==> src/rtl/reg_file_param.sv <==
// Parametrised register file: two async read ports, one byte-strobed write port, per-register valid flags.
// Optional write-to-read bypass enabled by defining RF_BYPASS_EN.
module reg_file_param #(
  parameter int DATA_W = 32,
  parameter int ADDR_W = 2
) (
  input  logic                clk,
  input  logic                clr,
  input  logic                wena,
  input  logic [ADDR_W-1:0]   waddr,
  input  logic [DATA_W-1:0]   wdata,
  input  logic [DATA_W/8-1:0] wstrb,
  input  logic [ADDR_W-1:0]   r0addr,
  input  logic [ADDR_W-1:0]   r1addr,
  output logic [DATA_W-1:0]   r0data,
  output logic [DATA_W-1:0]   r1data,
  output logic                r0valid,
  output logic                r1valid
);

  localparam int DEPTH = 1 << ADDR_W;
  localparam int NB    = DATA_W / 8;

  logic [DATA_W-1:0] r_mem [DEPTH];
  logic [DEPTH-1:0]  r_vld;

  logic [DATA_W-1:0] w_mask;
  logic [DATA_W-1:0] w_merged;
  logic              w_any_strb;

  always_comb begin
    w_mask = '0;
    for (int unsigned i = 0; i < NB; i++) begin
      w_mask[8*i +: 8] = {8{wstrb[i]}};
    end
  end

  assign w_any_strb = |wstrb;
  assign w_merged   = (r_mem[waddr] & ~w_mask) | (wdata & w_mask);

  always_ff @(posedge clk) begin
    if (clr) begin
      r_mem <= '{default: '0};
      r_vld <= '0;
    end else if (!wena) begin
      r_mem[waddr] <= w_merged;
      if (w_any_strb) r_vld[waddr] <= 1'b1;
    end
  end

`ifdef RF_BYPASS_EN
  logic w_byp_act;
  assign w_byp_act = !wena && !clr;

  // Pending write is forwarded so a read in the write cycle sees the merged word.
  always_comb begin
    r0data  = r_mem[r0addr];
    r0valid = r_vld[r0addr];
    if (w_byp_act && (r0addr == waddr)) begin
      r0data  = w_merged;
      r0valid = r_vld[waddr] | w_any_strb;
    end
  end

  always_comb begin
    r1data  = r_mem[r1addr];
    r1valid = r_vld[r1addr];
    if (w_byp_act && (r1addr == waddr)) begin
      r1data  = w_merged;
      r1valid = r_vld[waddr] | w_any_strb;
    end
  end
`else
  always_comb begin
    r0data  = r_mem[r0addr];
    r0valid = r_vld[r0addr];
    r1data  = r_mem[r1addr];
    r1valid = r_vld[r1addr];
  end
`endif

endmodule

==> config.mk <==
export PLATFORM = sky130hd
export DESIGN_NAME = reg_file_param
export DESIGN_NICKNAME = d
export VERILOG_FILES = /design/src/rtl/reg_file_param.sv
export SDC_FILE = /design/constraint.sdc
export NUM_CORES = 1
export LEC_CHECK = 0
export CAP_MARGIN = 10
export CORE_MARGIN = 3
export CORE_UTILIZATION = 50
export CTS_CLUSTER_SIZE = 12
export DETAILED_ROUTE_END_ITERATION = 8
export PLACE_DENSITY = 0.82
export SYNTH_ARGS = -nofsm -noshare
export SYNTH_HDL_FRONTEND = slang
export SYNTH_SLANG_ARGS = --single-unit
export TNS_END_PERCENT = 5
==> constraint.sdc <==
create_clock -name clk -period 2.18 [get_ports clk]
set_input_delay 0.436 -clock clk [delete_from_list [all_inputs] [get_ports clk]]
set_output_delay 0.436 -clock clk [all_outputs]
set_load 0.005 [all_outputs]
# Word-level counts from Yosys, hierarchy flattened
# Index checks and enable logic that the tools add are counted.
totals:
  register_bits: 132
  inputBits: 45
  elab_cells: 44
op_classes:
  n_lt_le_gt_ge: 8
  muxes: 18
  bitwise_logic: 9
  n_reduce_logical: 4
op_table:
  columns: ["cell", "count"]
  rows:
  - ["$mux W32", 7]
  - ["$bmux W32 S2", 3]
  - ["$bwmux W128", 1]
  - ["$and A32 B32 Y32", 2]
  - ["$demux W32 S2", 1]
  - ["$not A32 Y32", 1]
  - ["$or A32 B32 Y32", 1]
  - ["$ge A3 B3 Y1 const B", 3]
  - ["$lt A2 B3 Y1 const B", 3]
  - ["$not A2 Y3", 3]
  - ["$bmux W1 S2", 2]
  - ["$or A4 B4 Y4", 1]
  - ["$reduce_or A4 Y1", 1]
  - ["$lt A3 B1 Y1 const B", 1]
  - ["$mux W1", 3]
  - ["$demux W1 S2", 1]
  - ["$ge A2 B1 Y1 const B", 1]
  - ["$logic_and A1 B1 Y1", 2]
  - ["$reduce_and A2 Y1", 1]
  - ["$not A1 Y1", 1]

# Longest topological paths before layout
depth:
  depth_word: 7
  ltp_mapped: 6
  depth_no_buf: 3

# Least setup slack after synthesis
# OpenSTA, ideal clock, no wires.
synth_path:
  path_kind: "input to output"
  start: "input port r0addr[1]"
  end: "output port r0data[23]"
  arrival_ps: 1549
  required_ps: 1744
  path_slack_ps: 195
  path_stages: 3
  path_cell_list: "clkbuf_1 -> buf_2 -> mux4_2"
synth_between:
  elab_chain_cells: 4
synth_rtl:
  columns: ["element", "line_no", "source"]
  rows:
  - ["start, declared", "13", "input logic [ADDR_W-1:0] r0addr,"]
  - ["$not A2 Y3 (not written as such)", "75", "r0data = r_mem[r0addr];"]
  - ["$bmux W32 S2", "75", null]
  - ["$mux W32 (not written as such) (2 in series)", "75", null]
  - ["end, declared", "15", "output logic [DATA_W-1:0] r0data,"]
# Every way passes these cells. The select of a mux whose other input is x is not followed.

# Worst setup path in the final report
layout_path:
  start: "input port r1addr[1]"
  end: "output port r1data[19]"
layout_between:
  elab_chain_cells: 4
layout_rtl:
  columns: ["element", "line_no", "source"]
  rows:
  - ["start, declared", "14", "input logic [ADDR_W-1:0] r1addr,"]
  - ["$not A2 Y3 (not written as such)", "77", "r1data = r_mem[r1addr];"]
  - ["$bmux W32 S2", "77", null]
  - ["$mux W32 (not written as such) (2 in series)", "77", null]
  - ["end, declared", "16", "output logic [DATA_W-1:0] r1data,"]
# Every way passes these cells. The select of a mux whose other input is x is not followed.

==> impl_metrics.json <==
{
  "gp_congestion": 0.7800,
  "die_w_um": 124.4,
  "ant_nets": 0,
  "clockBufferDepth": 2,
  "synth-seq-cells": 132,
  "holdPathEnd": "r_vld[1]$_SDFFE_PP0P_",
  "drc_errors": 0,
  "final_cell_mix": "dfxtp_1, mux2i_1, mux4_2, dlygate4sd2_1, nor2_1",
  "synth_cell_types": 37,
  "ctsHoldBuffers": 0,
  "grt_pass1_vias": 5835,
  "p_sw_uw": 1442,
  "use_met2_pct": 39.41,
  "arrival_ns": 1.71,
  "htreeDepth": 4,
  "ys_warn_count": 0,
  "insertedDiodeCount": 0,
  "synth_top_area_cell": "dfxtp_1",
  "grt_start_max_net_pins": 34,
  "power.density_nw_per_um2": 667.8,
  "syn_nets": 649,
  "first_iter_violations": 455,
  "clock_skew_ns": 0.004764,
  "die_area_um2": 15480,
  "cp-end-kind": "output pin",
  "synth_area_um2": 7009,
  "antenna_found_initial": 0,
  "netSwitchingFraction_pct": 23.86,
  "drv_slew": 0,
  "place_hpwl_mm": 12.90,
  "post-route-period-util_pct": 98.33,
  "intPower_uw": 4600,
  "slew_headroom_pct": 49.92,
  "finalSetupViolCount": 0,
  "synth_area_leaders": "dfxtp_1, mux4_2, mux2i_1",
  "design.portCount": 111,
  "final_util_pct": 67.25,
  "tritoncts": "yes",
  "clk_pin_slew_ns": 0.05,
  "pwr-share-comb_pct": 13.7,
  "maxCapViolCount": 0,
  "ys_seq_area_share_pct": 37.70,
  "synthCells": 604,
  "first_pass_iters": 5,
  "die_h_um": 124.4,
  "rr_endpoint": "r_mem[123]$_SDFFE_PP0P_",
  "wl_per_cell_um": 20.20,
  "synth_ff_type": "dfxtp_1",
  "initial_core_util_pct": 52.10,
  "clock_sinks": 132,
  "cts_buffers": 17,
  "tightest_slew_ns": 0.7494,
  "hold_depth": 2,
  "grt-ovfl-total": 0,
  "totalWireLength_mm": 18.54,
  "max_clock_freq_mhz": 466.5,
  "final_common_cell": "dfxtp_1",
  "p_clk_share_pct": 43.8,
  "criticalPathCategory": "input port to output pin",
  "yosys.area.top_type_share_pct": 37.70,
  "clk_latency_ns": 0.41,
  "use_met3_pct": 5.317,
  "synth_edf_count": 0,
  "viasPerCell": 6.158,
  "fin_nets": 776,
  "status": "finished clean",
  "ir_drop_mv": 0.5834,
  "core_um2": 13450,
  "n_fill_cell": 1027,
  "hold_path.class": "flip-flop to flip-flop",
  "grt_pass1_wl_mm": 30.42,
  "cts-root-buf": "clkbuf_16",
  "syn_to_final_growth_pct": 29.08,
  "portBuffers": 110,
  "cp_max_fo": 15,
  "num_vias": 5653,
  "met1_usage_pct": 31.82,
  "whs_ns": 0.4681,
  "worstRegToRegCells": 3,
  "required_ns": 1.74,
  "rows": 42,
  "r2r_setup_slack_ns": 0.81,
  "async_flop_share_pct": 0,
  "seqPwrFrac_pct": 42.5,
  "grt_usage_pct": 24.03,
  "syn_avg_cell_area_um2": 11.60,
  "r2r-start": "r_mem[123]$_SDFFE_PP0P_",
  "drive_gt1_share_pct": 23.45,
  "rsz0062_at_grt": "false",
  "hold_viol": 0,
  "fin_crit_ns": 2.144,
  "cp-start-kind": "input port",
  "gr-max-usage-layer": "met2",
  "hold_path_startpoint": "r_vld[1]$_SDFFE_PP0P_",
  "leakage_uw": 0.003628
}
logic make-up after synthesis:
| logic type | count (synthesis) | share of synthesized area [%] |
|---|---|---|
| and+or+nand+nor | 149 | 12.48 |
| muxes | 145 | 32.49 |
| DFF | 132 | 37.70 |
| AOI/OAI and AO/OA | 116 | 12.51 |
| buffers and inverters | 62 | 4.820 |
synth_stat cells (all sizes together), types with 2 or more instances:
cell / instances
a2111oi: 5
o41ai: 10
clkbuf: 18
nor4bb: 4
mux4: 66
nand3b: 10
nand3: 4
a22o: 54
nor2: 57
mux2i: 79
nand2: 17
nor2b: 41
a21oi: 43
dfxtp: 132
nor4b: 5
buf: 43
a21bo: 4
nor3: 2
state kept, by name, indices dropped and copies added (netlist names):
signal / count
r_mem: 128
r_vld: 4
power groups by stage:
stage                     clock (uW)  sequential, uW  combinational, uW
after floorplan                    0            2590                485
after global placement             0            2610                812
after detailed placement           0            2620                836
after CTS                       2680            2570                814
after global routing            2790            2580                884
final                           2650            2570                825
per-stage QoR:
step | total power, uW | setup WS [ns] | setup TNS, ns | instance area [um2] | cells
6_report | 6042 | 0.03647 | 0 | 9047 | 918
5_1_grt | 6256 | 0.004860 | 0 | 9047 | 918
4_1_cts | 6063 | 0.001808 | 0 | 8977 | 909
3_5_place_dp | 3452 | -0.08454 | -3.849 | 8493 | 878
3_3_place_gp | 3417 | -0.05537 | -1.779 | 8493 | 878
2_1_floorplan | 3074 | 0.1952 | 0 | 7009 | 604
final cells by class:
cell class,instances,area [um2],area share (%)
Inverter,1,3.754,0.04149
Clock buffer,25,495.5,5.476
Sequential cell,132,2643,29.21
Timing Repair Buffer,169,1573,17.38
Tap cell,176,220.2,2.434
Clock inverter,5,50.05,0.5532
Multi-Input combinational cell,410,4063,44.90
worst max path at each step:
stage	from	end	slack [ns]	cells past startpoint
final	r1addr[1]	r1data[19]	0.04	4
after floorplan	r0addr[1]	r0data[23]	0.20	3
after CTS	r0addr[1]	r0data[26]	0.002	4
after detailed placement	wena	r_mem[25]$_SDFFE_PP0P_	-0.08	5
after global placement	r1addr[1]	r1data[20]	-0.06	4
after global routing	r0addr[1]	r0data[29]	0.005	4
metal layers:
layer | wire [um] | share of wire [%] | vias up
met2 | 9271 | 50 | 231
met3 | 1124 | 6.1 | 22
met5 | 0 | 0 | -
li1 | - | - | 2564
met1 | 7896 | 43 | 2836
met4 | 250 | 1.3 | 0
critical path, cell delays in order:
cell and delay, ns:
buf_4 0.12, buf_12 0.19, mux4_2 0.51, clkdlybuf4s50_1 0.45
repair_timing:
| item | CTS | global route |
|---|---|---|
| buffers inserted | 1 | 9 |
| gates resized for setup | 58 | 1 |
| endpoints found under the hold margin | 0 | 0 |
| endpoints found under the setup margin | 59 | 4 |
| pin swaps | 0 | 0 |
Note: power is estimated with default switching activity, not from simulation.
